## config.mk

```make
export PLATFORM = sky130hd
export DESIGN_NAME = frame_parser
export DESIGN_NICKNAME = d
export VERILOG_FILES = /design/src/rtl/frame_parser.sv
export SDC_FILE = /design/constraint.sdc
export NUM_CORES = 1
export LEC_CHECK = 0
export CAP_MARGIN = 40
export CORE_MARGIN = 4
export CORE_UTILIZATION = 31
export CTS_CLUSTER_DIAMETER = 40
export DETAILED_ROUTE_END_ITERATION = 16
export PLACE_DENSITY = 0.54
export SLEW_MARGIN = 20
export SYNTH_ARGS = -nofsm -noshare
export SYNTH_HDL_FRONTEND = slang
export SYNTH_SLANG_ARGS = --single-unit
```

## constraint.sdc

```tcl
create_clock -name clk -period 4.35 [get_ports clk]
set_input_delay 0.6525 -clock clk [delete_from_list [all_inputs] [get_ports clk]]
set_output_delay 0.6525 -clock clk [all_outputs]
set_load 0.05 [all_outputs]
```

## src/rtl/frame_parser.sv

```systemverilog
`default_nettype none
// ============================================================================
//  Module      : frame_parser
//  Description : Byte-stream frame parser. Hunts for a two-byte sync pattern
//                (SYNC0, SYNC1), then delimits the type byte, an optional
//                two-byte big-endian length, the payload and the FCS. Each
//                forwarded byte is registered with valid/start/end/error
//                markers. Frames with an illegal length are aborted on the
//                second length byte. Frames that end without error are
//                counted in frame_cnt.
//  Ports       : clk        - system clock, rising edge
//                rst_n      - asynchronous active-low reset
//                din        - input byte
//                din_vld    - din qualifier; cycles with din_vld=0 are ignored
//                dout       - forwarded byte (holds its value when idle)
//                dout_vld   - dout carries a frame byte
//                dout_sop   - dout is the type byte
//                dout_eop   - dout is the last byte of the frame
//                dout_err   - with dout_eop: the frame was aborted
//                frame_cnt  - count of frames ended without error (wraps)
//  Revision    : 1.0 - initial release
// ============================================================================
module frame_parser #(
    parameter logic [7:0] SYNC0   = 8'h55,
    parameter logic [7:0] SYNC1   = 8'hD5,
    parameter int         DEF_LEN = 64,
    parameter int         FCS_LEN = 4,
    parameter int         MAX_LEN = 1500,
    parameter int         LEN_W   = 16
) (
    input  logic        clk,
    input  logic        rst_n,
    input  logic [7:0]  din,
    input  logic        din_vld,
    output logic [7:0]  dout,
    output logic        dout_vld,
    output logic        dout_sop,
    output logic        dout_eop,
    output logic        dout_err,
    output logic [15:0] frame_cnt
);

    localparam logic [LEN_W-1:0] C_DEF_LEN  = LEN_W'(DEF_LEN);
    localparam logic [LEN_W-1:0] C_MAX_LEN  = LEN_W'(MAX_LEN);
    localparam logic [LEN_W-1:0] C_FCS_LAST = LEN_W'(FCS_LEN - 1);

    typedef enum logic [2:0] {
        S_HUNT = 3'd0,
        S_TYPE = 3'd1,
        S_LEN  = 3'd2,
        S_DATA = 3'd3,
        S_FCS  = 3'd4
    } state_t;

    state_t             r_state;
    state_t             w_state_nxt;
    logic [7:0]         r_prev;
    logic [7:0]         w_prev_nxt;
    logic [7:0]         r_len_hi;
    logic [7:0]         w_len_hi_nxt;
    logic [LEN_W-1:0]   r_len;
    logic [LEN_W-1:0]   w_len_nxt;
    logic [LEN_W-1:0]   r_cnt;
    logic [LEN_W-1:0]   w_cnt_nxt;
    logic [LEN_W-1:0]   w_len_rx;
    logic               w_fwd;
    logic               w_sop;
    logic               w_eop;
    logic               w_err;
    logic               w_good;

    // Length as it stands once the second length byte arrives; only the low
    // LEN_W bits of the 16-bit field are significant.
    assign w_len_rx = LEN_W'({r_len_hi, din});

    // ------------------------------------------------------------------
    // State register and parser context
    // ------------------------------------------------------------------
    always_ff @(posedge clk or negedge rst_n) begin
        if (!rst_n) begin
            r_state  <= S_HUNT;
            r_prev   <= 8'h00;
            r_len_hi <= 8'h00;
            r_len    <= '0;
            r_cnt    <= '0;
        end else begin
            r_state  <= w_state_nxt;
            r_prev   <= w_prev_nxt;
            r_len_hi <= w_len_hi_nxt;
            r_len    <= w_len_nxt;
            r_cnt    <= w_cnt_nxt;
        end
    end

    // ------------------------------------------------------------------
    // Next-state and marker decode. Nothing moves on din_vld=0 cycles.
    // ------------------------------------------------------------------
    always_comb begin
        w_state_nxt  = r_state;
        w_prev_nxt   = r_prev;
        w_len_hi_nxt = r_len_hi;
        w_len_nxt    = r_len;
        w_cnt_nxt    = r_cnt;
        w_fwd        = 1'b0;
        w_sop        = 1'b0;
        w_eop        = 1'b0;
        w_err        = 1'b0;
        w_good       = 1'b0;

        if (din_vld) begin
            case (r_state)
                S_HUNT: begin
                    w_prev_nxt = din;
                    if (din == SYNC1 && r_prev == SYNC0) begin
                        w_state_nxt = S_TYPE;
                        w_cnt_nxt   = '0;
                    end
                end

                S_TYPE: begin
                    w_fwd     = 1'b1;
                    w_sop     = 1'b1;
                    w_cnt_nxt = '0;
                    if (din == 8'h00) begin
                        w_len_nxt   = C_DEF_LEN;
                        w_state_nxt = S_DATA;
                    end else begin
                        w_state_nxt = S_LEN;
                    end
                end

                S_LEN: begin
                    w_fwd = 1'b1;
                    if (r_cnt == '0) begin
                        w_len_hi_nxt = din;
                        w_cnt_nxt    = r_cnt + 1'b1;
                    end else begin
                        w_cnt_nxt = '0;
                        if (w_len_rx == '0 || w_len_rx > C_MAX_LEN) begin
                            // Abort: close the frame on this byte with err.
                            w_eop       = 1'b1;
                            w_err       = 1'b1;
                            w_state_nxt = S_HUNT;
                            w_prev_nxt  = 8'h00;
                        end else begin
                            w_len_nxt   = w_len_rx;
                            w_state_nxt = S_DATA;
                        end
                    end
                end

                S_DATA: begin
                    w_fwd = 1'b1;
                    // r_len is at least 1 here, so r_len-1 cannot wrap.
                    if (r_cnt == r_len - 1'b1) begin
                        w_cnt_nxt   = '0;
                        w_state_nxt = S_FCS;
                    end else begin
                        w_cnt_nxt = r_cnt + 1'b1;
                    end
                end

                S_FCS: begin
                    w_fwd = 1'b1;
                    if (r_cnt == C_FCS_LAST) begin
                        w_eop       = 1'b1;
                        w_good      = 1'b1;
                        w_cnt_nxt   = '0;
                        w_state_nxt = S_HUNT;
                        // Clearing prev stops a trailing SYNC0 in the FCS
                        // from pairing with a SYNC1 after the frame.
                        w_prev_nxt  = 8'h00;
                    end else begin
                        w_cnt_nxt = r_cnt + 1'b1;
                    end
                end

                default: begin
                    w_state_nxt = S_HUNT;
                    w_prev_nxt  = 8'h00;
                    w_cnt_nxt   = '0;
                end
            endcase
        end
    end

    // ------------------------------------------------------------------
    // Output registers: markers refresh every cycle, dout only on forward.
    // ------------------------------------------------------------------
    always_ff @(posedge clk or negedge rst_n) begin
        if (!rst_n) begin
            dout      <= 8'h00;
            dout_vld  <= 1'b0;
            dout_sop  <= 1'b0;
            dout_eop  <= 1'b0;
            dout_err  <= 1'b0;
            frame_cnt <= 16'h0000;
        end else begin
            dout_vld <= w_fwd;
            dout_sop <= w_sop;
            dout_eop <= w_eop;
            dout_err <= w_err;
            if (w_fwd) begin
                dout <= din;
            end
            if (w_good) begin
                frame_cnt <= frame_cnt + 16'd1;
            end
        end
    end

endmodule
`default_nettype wire

```

### Yosys cells after proc, flatten, opt, wreduce, memory -nomap -nowiden

Index checks and enable logic that the tools add are counted.

| storage, ports and cells | value |
|---|---|
| register bits | 79 |
| input bits | 11 |
| output and inout port bits | 28 |
| word-level logic and storage cells | 78 |

| cells by class | value |
|---|---|
| add/subtract/negate cells | 3 |
| $lt $le $gt $ge | 1 |
| eq/ne operators | 15 |
| muxes and demuxes | 33 |
| bitwise gates (word level) | 1 |
| reduce and logical (&&, ||, !) cells | 14 |

Operators with widths:

| kind | count |
|---|---|
| $mux W16 | 7 |
| $pmux W16 S4 | 1 |
| $add A16 B1 Y16 const B | 2 |
| $logic_not A16 Y1 | 2 |
| $pmux W16 S2 | 1 |
| $pmux W8 S4 | 1 |
| $mux W8 | 3 |
| $eq A16 B16 Y1 | 1 |
| $eq A16 B2 Y1 const B | 1 |
| $gt A16 B11 Y1 const B | 1 |
| $sub A16 B1 Y16 const B | 1 |
| $pmux W3 S5 | 1 |
| $reduce_and A5 Y1 | 3 |
| $ne A2 B2 Y1 const B | 7 |
| $mux W1 | 13 |
| $mux W3 | 4 |
| $eq A8 B7 Y1 const B | 1 |
| $eq A8 B8 Y1 const B | 1 |
| $logic_not A8 Y1 | 1 |
| $eq A3 B2 Y1 const B | 2 |
| $reduce_or A4 Y1 | 1 |
| $eq A3 B1 Y1 const B | 1 |
| $eq A3 B3 Y1 const B | 1 |
| $logic_not A3 Y1 | 1 |
| 9 further kinds | 9 |

### Logic depth before layout (Yosys ltp)

Gate-level depths: netlist of run 1.

| depth | value |
|---|---|
| depth after elaboration | 6 |
| mapped depth | 10 |
| depth with buffers taken out | 9 |

### Worst setup path after synthesis of run 1

OpenSTA, ideal clock, no wires.

| path | value |
|---|---|
| path kind | register to register |
| from | register r_len[0] |
| to | register r_cnt[11] |
| library setup time | 0.117 ns |
| arrival time | 2.400 ns |
| slack | 1.832 ns |
| stages on the path, launching flop included | 11 |
| buffers on the path | 1 |
| period minus slack after synthesis | 2.518 ns |
| cells stage by stage | dfrtp_1 -> inv_1 -> ha_1 -> or4b_1 -> nor3_4 -> o2111ai_2 -> a2111oi_4 -> nand2_2 -> nor4_4 -> buf_6 -> nor2_2 |

| between the ends | value |
|---|---|
| cells in the longest elaborated chain, start to end | 4 |

Ends and longest elaborated chain:

| element | RTL line | text |
|---|---|---|
| from (decl) | 61 | `logic [LEN_W-1:0] r_len;` |
| from (signal assigned) | 90 | `r_len <= w_len_nxt;` |
| $sub A16 B1 Y16 | 155 | `if (r_cnt == r_len - 1'b1) begin` |
| $eq A16 B16 Y1 | 155 |  |
| $mux W16 | 155 |  |
| $pmux W16 S4 | 111 | `case (r_state)` |
| to (signal assigned) | 91 | `r_cnt <= w_cnt_nxt;` |
| to (decl) | 63 | `logic [LEN_W-1:0] r_cnt;` |

No other way between the ends.
A chain may end at the register's enable or synchronous reset.

### Worst setup path after layout of run 1

| path | value |
|---|---|
| from | register r_len[0] |
| to | register r_cnt[6] |

The elaborated chain is that of the path after synthesis.

==> results.py, run 1 <==
metrics = {
    "power": {
        "comb_power_share_pct": 34.9,
        "clkPwrFrac_pct": 27.3,
        "vdd_drop_max_uv": 368,
        "switching_share_pct": 38.7,
        "power_density_mw_per_mm2": 565,
        "p_leak_nw": 2.29,
        "p_int_mw": 1.78,
        "power_frac_seq_pct": 37.8,
        "power_mw": 2.91,
        "p_sw_mw": 1.13,
    },
    "cts": {
        "clock_path_buffers": 2,
        "cts_resized": 0,
        "clkTransAtPathRegs_ns": 0.07,
        "cts-buffers-inserted": 9,
        "hold_buffers": 0,
        "root_buffer": "clkbuf_16",
        "clock-sinks": 79,
        "cts_tree": "done",
        "cts_setup_buffers": 0,
        "htree_levels": 3,
        "clock_latency_ns": 0.34,
    },
    "setup_path": {
        "cp_slowest_cell": "or4b_1",
        "worstPathMaxFanout": 8,
        "cp_cell_sequence": "inv_1 > ha_1 > or4b_1 > nor3_4 > o2111ai_2 > a2111oi_4 > nand2_2 > nor4_4 > buf_4 > nor2_2",
        "critPathRequiredTime_ns": 4.58,
        "critPathArrivalTime_ns": 3.29,
        "endpoint_kind": "flip-flop",
        "crit_path_start_kind": "flip-flop",
        "path_delay_family": "simple AND/OR/NAND/NOR gates",
        "max_stage_delay_ns": 0.59,
        "worst-path-buf-inv": 2,
        "critPathKind": "flip-flop to flip-flop",
    },
    "logic_synthesis": {
        "synth-seq-cells": 79,
        "avgSynthCellArea_sq_um": 9.95,
        "ys_seq_area_share_pct": 45.8,
        "syn-instance-count": 434,
        "synth_cell_type_count": 68,
        "async_flop_share_pct": 100,
        "syn_nets": 449,
        "yosysWarnings": 0,
        "syn_area_sq_mm": 0.00432,
        "synth_edf_count": 0,
        "synthFlopType": "dfrtp_1",
    },
    "outcome": {
        "status": "finished clean",
    },
    "sta": {
        "setup_viol": 0,
        "finalClockSkew_ns": 0.0108,
        "post-route-period-util_pct": 70.3,
        "fin_ws_ns": 1.29,
        "rsz0062_at_grt": "no",
        "hold_violations": 0,
        "fin_crit_ns": 3.06,
        "setup-tns-final_ns": 0,
        "tightest_slew_ns": 0.772,
        "slew_viol_final": 0,
        "relSlewSlack_pct": 48.2,
        "timing.fmax_mhz": 327,
    },
    "placed_design": {
        "dp_cells": 626,
        "place_area_sq_mm": 0.00483,
        "hpwl_mm": 7.25,
        "pre_cts_ws_ns": 0.982,
        "portBuffers": 38,
        "place_congestion": 0.782,
    },
    "routing": {
        "wl_mm": 9.97,
        "vias": 3298,
        "drt_iter0_drc": 199,
        "via_per_inst": 5.14,
        "drcViolationCount": 0,
        "first_pass_iters": 6,
        "wl_per_cell_microns": 15.5,
        "final_antenna_net_count": 0,
    },
    "global_route": {
        "grt_pass1_wl_mm": 16.7,
        "grtUsageMet3_pct": 4.06,
        "met2_usage_pct": 18.8,
        "grt_max_degree": 47,
        "grt_pass1_vias": 3208,
        "grt_overflow_total": 0,
        "antenna_found_initial": 0,
        "busiest_layer": "met2",
        "met1_usage_pct": 18.2,
        "grt_usage_pct": 12.8,
    },
    "layout": {
        "final_common_cell": "dfrtp_1",
        "fillerInstances": 1385,
        "drive_gt1_share_pct": 13.1,
        "area_delta_synth_final_pct": 19.3,
        "final_area_sq_mm": 0.00515,
        "nets": 476,
        "mostFrequentLayoutCells": "dfrtp_1 (79), nand2_1 (58), clkdlybuf4s50_1 (37)",
        "fin_cells": 642,
        "antenna_cells": 0,
    },
    "floorplan": {
        "die_w_microns": 126,
        "start_util_pct": 32.1,
        "die_area_sq_mm": 0.0159,
        "fp-row-count": 42,
        "ios": 39,
        "core-area_sq_mm": 0.0135,
        "die_y_microns": 126,
    },
    "job": {
        "cap_viol_max_count": 0,
    },
    "hold_path": {
        "hold_class": "input port to asynchronous set/reset pin",
    },
}
metal layers:
| metal | routed length [microns] | vias up | share of wire [%] |
|---|---|---|---|
| li1 | - | 1608 | - |
| met1 | 4870 | 1607 | 49 |
| met2 | 4550 | 70 | 46 |
| met3 | 398 | 13 | 4.0 |
| met4 | 158 | 0 | 1.6 |
| met5 | 0 | - | 0 |
state kept, by name (all words and copies together) (netlist names):
signal,cells
dout_eop,1
r_prev,8
dout_err,1
r_len_hi,8
r_cnt,16
dout_sop,1
r_state,3
dout,8
r_len,16
frame_cnt,16
dout_vld,1
worst paths after layout:
| path | depth (start not counted) | from | slack, ns | endpoint |
|---|---|---|---|---|
| max in group asynchronous | 2 | rst_n | 3.51 | r_cnt[10] |
| max reg2reg | 10 | r_len[0] | 1.29 | r_cnt[6] |
| min in group clk | 1 | frame_cnt[15] | 0.47 | frame_cnt[15] |
| min | 1 | rst_n | 0.25 | dout[1] |
| max | 10 | r_len[0] | 1.29 | r_cnt[6] |
| min reg2reg | 1 | frame_cnt[15] | 0.47 | frame_cnt[15] |
cell type report:
class / instances / area [sq um] / share of cell area (%)
Inverter: 13 / 48.8 / 0.948
Timing Repair Buffer: 41 / 420 / 8.17
Multi-Input combinational cell: 317 / 2170 / 42.1
Sequential cell: 79 / 1980 / 38.4
Clock inverter: 6 / 75.1 / 1.46
Clock buffer: 10 / 239 / 4.64
Tap cell: 176 / 220 / 4.28
kinds of logic after synthesis:
| logic type | Yosys count | synth area share, % |
|---|---|---|
| AO/OA/AOI/OAI | 60 | 11.7 |
| XOR/XNOR | 45 | 9.13 |
| adder cells (fa/ha/maj) | 4 | 1.16 |
| buffers and inverters | 38 | 3.97 |
| flip-flops | 79 | 45.8 |
| multiplexers | 9 | 2.35 |
| AND/OR/NAND/NOR | 199 | 25.9 |
power groups by stage:
stage,logic (mW),clock network [mW],registers (mW)
after detailed placement,1.02,0,1.11
after CTS,1.02,0.811,1.10
final,1.01,0.796,1.10
after global placement,0.997,0,1.10
after floorplan,0.745,0,1.12
after global routing,1.11,0.847,1.13
Yosys cell counts, types with 4 or more instances:
cell / n / area share, %
or4_1: 4 / 0.70
nor4_1: 12 / 1.7
nand2_1: 58 / 5.0
a21oi_1: 4 / 0.46
nand3_1: 10 / 1.2
inv_1: 12 / 1.0
mux2_2: 9 / 2.3
nor3_1: 16 / 1.9
xor2_1: 26 / 5.3
nand4_1: 11 / 1.6
and3_1: 6 / 0.87
a22o_1: 18 / 3.7
nor2_1: 27 / 2.3
nand3b_1: 5 / 0.87
clkbuf_1: 16 / 1.4
xnor2_1: 19 / 3.9
nor2_2: 11 / 1.6
buf_2: 5 / 0.58
ha_1: 4 / 1.2
dfrtp_1: 79 / 46
and2_1: 8 / 1.2
stage by stage:
step / util [%] / hold WS [ns]
5_1_grt: 38.3 / 0.284
4_1_cts: 38.3 / 0.268
3_5_place_dp: 35.9 / 0.464
6_report: 38.3 / 0.255
3_3_place_gp: 35.7 / 0.456
2_1_floorplan: - / 0.357
Power figures use the tool's default switching activity.
==> run 2, diff against run 1 <==
--- a/config.mk
+++ b/config.mk
@@ -10,7 +10,7 @@
 export CORE_UTILIZATION = 31
 export CTS_CLUSTER_DIAMETER = 40
 export DETAILED_ROUTE_END_ITERATION = 16
-export PLACE_DENSITY = 0.54
+export PLACE_DENSITY = 0.56
 export SLEW_MARGIN = 20
 export SYNTH_ARGS = -nofsm -noshare
 export SYNTH_HDL_FRONTEND = slang
==> constraint.sdc (replaced) <==
create_clock -name clk -period 2.5 [get_ports clk]
set_input_delay 0.375 -clock clk [delete_from_list [all_inputs] [get_ports clk]]
set_output_delay 0.375 -clock clk [all_outputs]
set_load 0.05 [all_outputs]
==> run 2 against run 1 <==
- the run now ends with negative setup slack left
- core utilization increased by 4.9 points
- sequential cell count unchanged
- clock power increased by 80%
- hold slack got worse by 0.24 ns
- critical path type unchanged
- clock skew decreased by 0.0025 ns
- cell count increased by 11%
- sequential power increased by 65%
- non-clock buffer count increased by 72
- largest cell class unchanged
==> results.py, run 2 (synthesis gave the netlist of run 1 again) <==
metrics = {
    "global_route": {
        "grt_usage_pct": 13.7,
        "grt_pass1_vias": 3666,
        "grt_max_degree": 42,
        "grt_overflow_total": 0,
        "antenna_found_initial": 0,
        "grt_pass1_wl_mm": 18.2,
    },
    "routing": {
        "wl_mm": 10.7,
        "drcViolationCount": 0,
        "vias": 3595,
        "wl_per_cell_microns": 15.0,
        "final_antenna_net_count": 0,
        "via_per_inst": 5.04,
        "first_pass_iters": 4,
        "drt_iter0_drc": 213,
    },
    "layout": {
        "mostFrequentLayoutCells": "dfrtp_1 (79), buf_4 (72), nand2_1 (58)",
        "fin_cells": 714,
        "nets": 548,
        "area_delta_synth_final_pct": 34.6,
        "reg.largest.list": "frame_cnt: 16 flops, r_cnt: 16 flops, r_len: 16 flops",
        "final_common_cell": "dfrtp_1",
        "antenna_cells": 0,
        "fillerInstances": 1337,
        "drive_gt1_share_pct": 26.8,
    },
    "sta": {
        "fin_ws_ns": -0.0479,
        "fin_crit_ns": 2.55,
        "relSlewSlack_pct": 56.7,
        "setup-tns-final_ns": -0.304,
        "setup_viol": 13,
        "hold_violations": 0,
        "timing.fmax_mhz": 392,
        "tightest_slew_ns": 0.646,
        "rsz0062_at_grt": "yes",
        "post-route-period-util_pct": 102,
        "finalClockSkew_ns": 0.00823,
        "slew_viol_final": 0,
    },
    "setup_path": {
        "ff2ff_path_depth": 10,
        "endpoint_kind": "flip-flop",
        "critPathKind": "flip-flop to flip-flop",
        "r2r_start": "r_len[1]",
        "r2r_setup_slack_ns": -0.05,
        "timing.rr.end": "r_cnt[10]",
        "worstPathMaxFanout": 7,
        "critPathArrivalTime_ns": 2.77,
        "critPathRequiredTime_ns": 2.72,
        "crit_path_start_kind": "flip-flop",
    },
    "cts": {
        "clock_path_buffers": 2,
        "clkTransAtPathRegs_ns": 0.06,
        "htree_levels": 3,
        "clock-sinks": 79,
        "hold_buffers": 0,
        "cts-buffers-inserted": 9,
        "clock_latency_ns": 0.33,
        "cts_tree": "done",
        "root_buffer": "clkbuf_16",
    },
    "floorplan": {
        "die_y_microns": 126,
        "start_util_pct": 32.1,
        "die_area_sq_mm": 0.0159,
        "die_w_microns": 126,
        "ios": 39,
        "fp-row-count": 42,
        "core-area_sq_mm": 0.0135,
    },
    "power": {
        "vdd_drop_max_uv": 801,
        "power_frac_seq_pct": 31.8,
        "switching_share_pct": 36.5,
        "p_leak_nw": 2.69,
        "clkPwrFrac_pct": 25.2,
        "comb_power_share_pct": 43.0,
        "p_sw_mw": 2.07,
        "power_density_mw_per_mm2": 976,
        "p_int_mw": 3.60,
        "power_mw": 5.67,
    },
    "placed_design": {
        "place_congestion": 0.843,
        "dp_cells": 689,
        "hpwl_mm": 7.81,
        "portBuffers": 38,
        "pre_cts_ws_ns": -0.211,
    },
    "outcome": {
        "violations": "negative setup slack",
        "status": "finished, violations left",
    },
    "job": {
        "cap_viol_max_count": 0,
    },
    "hold_path": {
        "hold_class": "input port to asynchronous set/reset pin",
    },
}
run 2: cell count changes in the layout (fill, tap and decap cells not counted), sizes merged:
cell      change
buf          +72
bufinv        +1
clkinv        +3
clkinvlp      -1
inv           -3
run 2: critical path, stage by stage (launching register included):
cell and delay (ns):
dfrtp_1 0.41, inv_1 0.07, ha_1 0.17, buf_4 0.13, nand2_1 0.04, or4_2 0.60
a2111oi_4 0.39, nand2_2 0.13, nor4_4 0.15, buf_6 0.16, and4b_1 0.19
run 2: area by class of cell:
cell class / count / area [sq um] / share of cell area [%]
clock buffer: 10 / 239 / 4.11
inverter: 13 / 48.8 / 0.840
multi-input combinational: 317 / 2250 / 38.7
tap: 176 / 220 / 3.79
clock inverter: 6 / 91.3 / 1.57
sequential: 79 / 1980 / 34.0
timing repair buffer: 113 / 982 / 16.9
run 2: metal layers:
layer / wire length, microns / GRT usage, % / vias up
li1: - / - / 1753
met1: 5190 / 18.9 / 1777
met2: 5110 / 22.5 / 53
met3: 319 / 3.09 / 12
met4: 78 / 2.65 / 0
met5: 0 / 0 / -
run 2: worst max path at each step:
stage / startpoint / endpoint / slack, ns / cells after the start
6_report: r_len[1] / r_cnt[10] / -0.05 / 10
4_1_cts: r_len[1] / r_cnt[10] / -0.03 / 10
3_3_place_gp: din[5] / r_cnt[15] / -0.14 / 9
3_5_place_dp: din[5] / r_cnt[15] / -0.21 / 9
2_1_floorplan: r_len[5] / r_cnt[11] / 0.008 / 10
5_1_grt: r_len[7] / r_cnt[10] / -0.14 / 8
run 2: power groups by stage:
stage               registers [mW]  clock network, mW  logic (mW)
floorplan                     1.96                  0        1.31
global placement              1.81                  0        2.21
detailed placement            1.82                  0        2.25
CTS                           1.80               1.46        2.35
global route                  1.85               1.52        2.66
finish                        1.81               1.43        2.44
run 2: repair_timing:
item	4_1_cts	5_1_grt
gates cloned	0	0
setup endpoints to repair	26	28
pin swaps	6	7
gates resized for setup	7	7
setup buffers	5	4
run 2: stage by stage:
step | area, sq um | hold WS (ns) | utilization, %
after floorplan | 4320 | 0.0794 | -
after detailed placement | 5330 | 0.384 | 39.6
after global placement | 5330 | 0.376 | 39.6
final | 5810 | 0.0165 | 43.2
after CTS | 5730 | 0.0248 | 42.6
after global routing | 5810 | 0.0374 | 43.2
==> run 3, diff against run 2 <==
--- a/config.mk
+++ b/config.mk
@@ -6,11 +6,12 @@
 export NUM_CORES = 1
 export LEC_CHECK = 0
 export CAP_MARGIN = 40
+export CORE_ASPECT_RATIO = 0.5
 export CORE_MARGIN = 4
 export CORE_UTILIZATION = 31
 export CTS_CLUSTER_DIAMETER = 40
 export DETAILED_ROUTE_END_ITERATION = 16
-export PLACE_DENSITY = 0.56
+export REMOVE_ABC_BUFFERS = 1
 export SLEW_MARGIN = 20
 export SYNTH_ARGS = -nofsm -noshare
 export SYNTH_HDL_FRONTEND = slang
==> run 3 against run 2 <==
- the run still ends with negative setup slack left
- routed wire length is 0.49% lower
- final area is 1.2% lower
- combinational power is 3% lower
- first-iteration DRC count is 11% lower
- maximum frequency is 3.2% lower
==> results.py, run 3 (synthesis gave the netlist of run 1 again) <==
metrics = {
    "cts": {
        "clkTransAtPathRegs_ns": 0.06,
        "clock-sinks": 79,
        "htree_levels": 3,
        "cts_tree": "done",
        "clock_latency_ns": 0.34,
        "cts-buffers-inserted": 9,
        "root_buffer": "clkbuf_16",
        "clock_path_buffers": 2,
    },
    "placed_design": {
        "hpwl_mm": 7.88,
        "place_area_sq_mm": 0.00532,
        "place_congestion": 0.826,
        "portBuffers": 38,
    },
    "layout": {
        "final_common_cell": "dfrtp_1",
        "antenna_cells": 0,
        "nets": 540,
        "area_delta_synth_final_pct": 32.9,
        "reg.largest.list": "frame_cnt: 16 flops, r_cnt: 16 flops, r_len: 16 flops",
        "final_area_sq_mm": 0.00574,
        "mostFrequentLayoutCells": "dfrtp_1 (79), buf_4 (63), nand2_1 (58)",
        "drive_gt1_share_pct": 25.7,
        "fin_util_pct": 42.2,
    },
    "sta": {
        "rsz0062_at_grt": "yes",
        "timing.fmax_mhz": 380,
        "slew_viol_final": 0,
        "fin_ws_ns": -0.132,
        "hold_violations": 0,
        "post-route-period-util_pct": 105,
        "finalClockSkew_ns": 0.00459,
        "tightest_slew_ns": 0.556,
        "setup_viol": 19,
        "hold_ws_ns": 0.0250,
        "fin_crit_ns": 2.63,
        "relSlewSlack_pct": 62.9,
    },
    "global_route": {
        "antenna_found_initial": 0,
        "grt_overflow_total": 0,
        "grt_pass1_wl_mm": 18.2,
        "grt_pass1_vias": 3551,
        "grt_max_degree": 42,
        "grt_usage_pct": 14.0,
    },
    "setup_path": {
        "critPathKind": "flip-flop to flip-flop",
        "crit_path_start_kind": "flip-flop",
        "worstPathMaxFanout": 8,
        "critPathRequiredTime_ns": 2.73,
        "critPathArrivalTime_ns": 2.86,
        "endpoint_kind": "flip-flop",
    },
    "floorplan": {
        "core-area_sq_mm": 0.0136,
        "die_area_sq_mm": 0.0160,
        "die_y_microns": 91.4,
        "die_w_microns": 175,
        "fp-row-count": 30,
        "start_util_pct": 31.8,
        "ios": 39,
    },
    "routing": {
        "wl_mm": 10.6,
        "wl_per_cell_microns": 14.7,
        "first_pass_iters": 4,
        "via_per_inst": 4.85,
        "drt_iter0_drc": 189,
        "drcViolationCount": 0,
        "final_antenna_net_count": 0,
        "vias": 3499,
    },
    "outcome": {
        "violations": "negative setup slack",
        "status": "finished, violations left",
    },
    "power": {
        "power_density_mw_per_mm2": 956,
        "p_leak_nw": 2.62,
        "vdd_drop_max_uv": 381,
    },
    "job": {
        "cap_viol_max_count": 0,
    },
    "hold_path": {
        "hold_class": "input port to asynchronous set/reset pin",
    },
}
run 3: worst paths after layout:
check	from	end	slack (ns)	cells after the start
setup reg to reg	r_len[0]	r_cnt[3]	-0.13	10
max in group asynchronous	rst_n	frame_cnt[6]	1.89	2
setup / recovery	r_len[0]	r_cnt[3]	-0.13	10
min in group clk	frame_cnt[15]	frame_cnt[15]	0.47	1
hold / removal	rst_n	r_cnt[9]	0.02	1
hold reg to reg	frame_cnt[15]	frame_cnt[15]	0.47	1
run 3: per-layer routing:
metal | part of all wire, % | wire, microns | track usage, % | vias up
met4 | 1.5 | 163 | 4.11 | 0
met2 | 46 | 4880 | 21.6 | 36
met3 | 3.0 | 314 | 3.37 | 12
met1 | 50 | 5280 | 19.7 | 1717
li1 | - | - | - | 1734
met5 | 0 | 0 | 0 | -
run 3: worst max-delay path, stage by stage (launching register included):
cell and delay (ns):
dfrtp_1 0.40, inv_1 0.07, ha_2 0.18, or4b_4 0.51, nor3_4 0.19, o2111ai_4 0.15
a2111oi_4 0.36, nand2_2 0.12, nor4_4 0.28, buf_6 0.20, nor2_1 0.05
run 3: layout make-up:
| type | count | area, sq um |
|---|---|---|
| Multi-Input combinational cell | 317 | 2250 |
| Inverter | 13 | 48.8 |
| Tap cell | 192 | 240 |
| Clock buffer | 10 | 229 |
| Timing Repair Buffer | 105 | 926 |
| Clock inverter | 6 | 68.8 |
| Sequential cell | 79 | 1980 |
| Fill cell | 1344 | 7850 |
run 3: per-stage QoR:
stage | setup WS [ns] | TNS [ns] | instances | total power [mW]
2_1_floorplan | -0.410 | -3.74 | 409 | 3.17
3_5_place_dp | -0.214 | -5.07 | 702 | 4.01
6_report | -0.132 | -1.92 | 722 | 5.48
5_1_grt | -0.301 | -4.90 | 722 | 5.81
3_3_place_gp | -0.225 | -3.57 | 702 | 3.98
4_1_cts | -0.0961 | -1.26 | 721 | 5.47
run 3: power breakdown:
part,internal (mW),switching [mW],total (mW),leakage (nW)
combinational,1.06,1.31,2.37,1.44
clock,0.780,0.540,1.32,0.143
sequential,1.57,0.229,1.79,1.04
total,3.41,2.08,5.48,2.62
run 3: repair_timing:
item | 4_1_cts | 5_1_grt
resized for setup | 11 | 6
cloned | 0 | 0
hold buffers | 0 | 0
setup buffers | 3 | 2
pin swaps | 6 | 10
setup endpoints to repair | 19 | 21
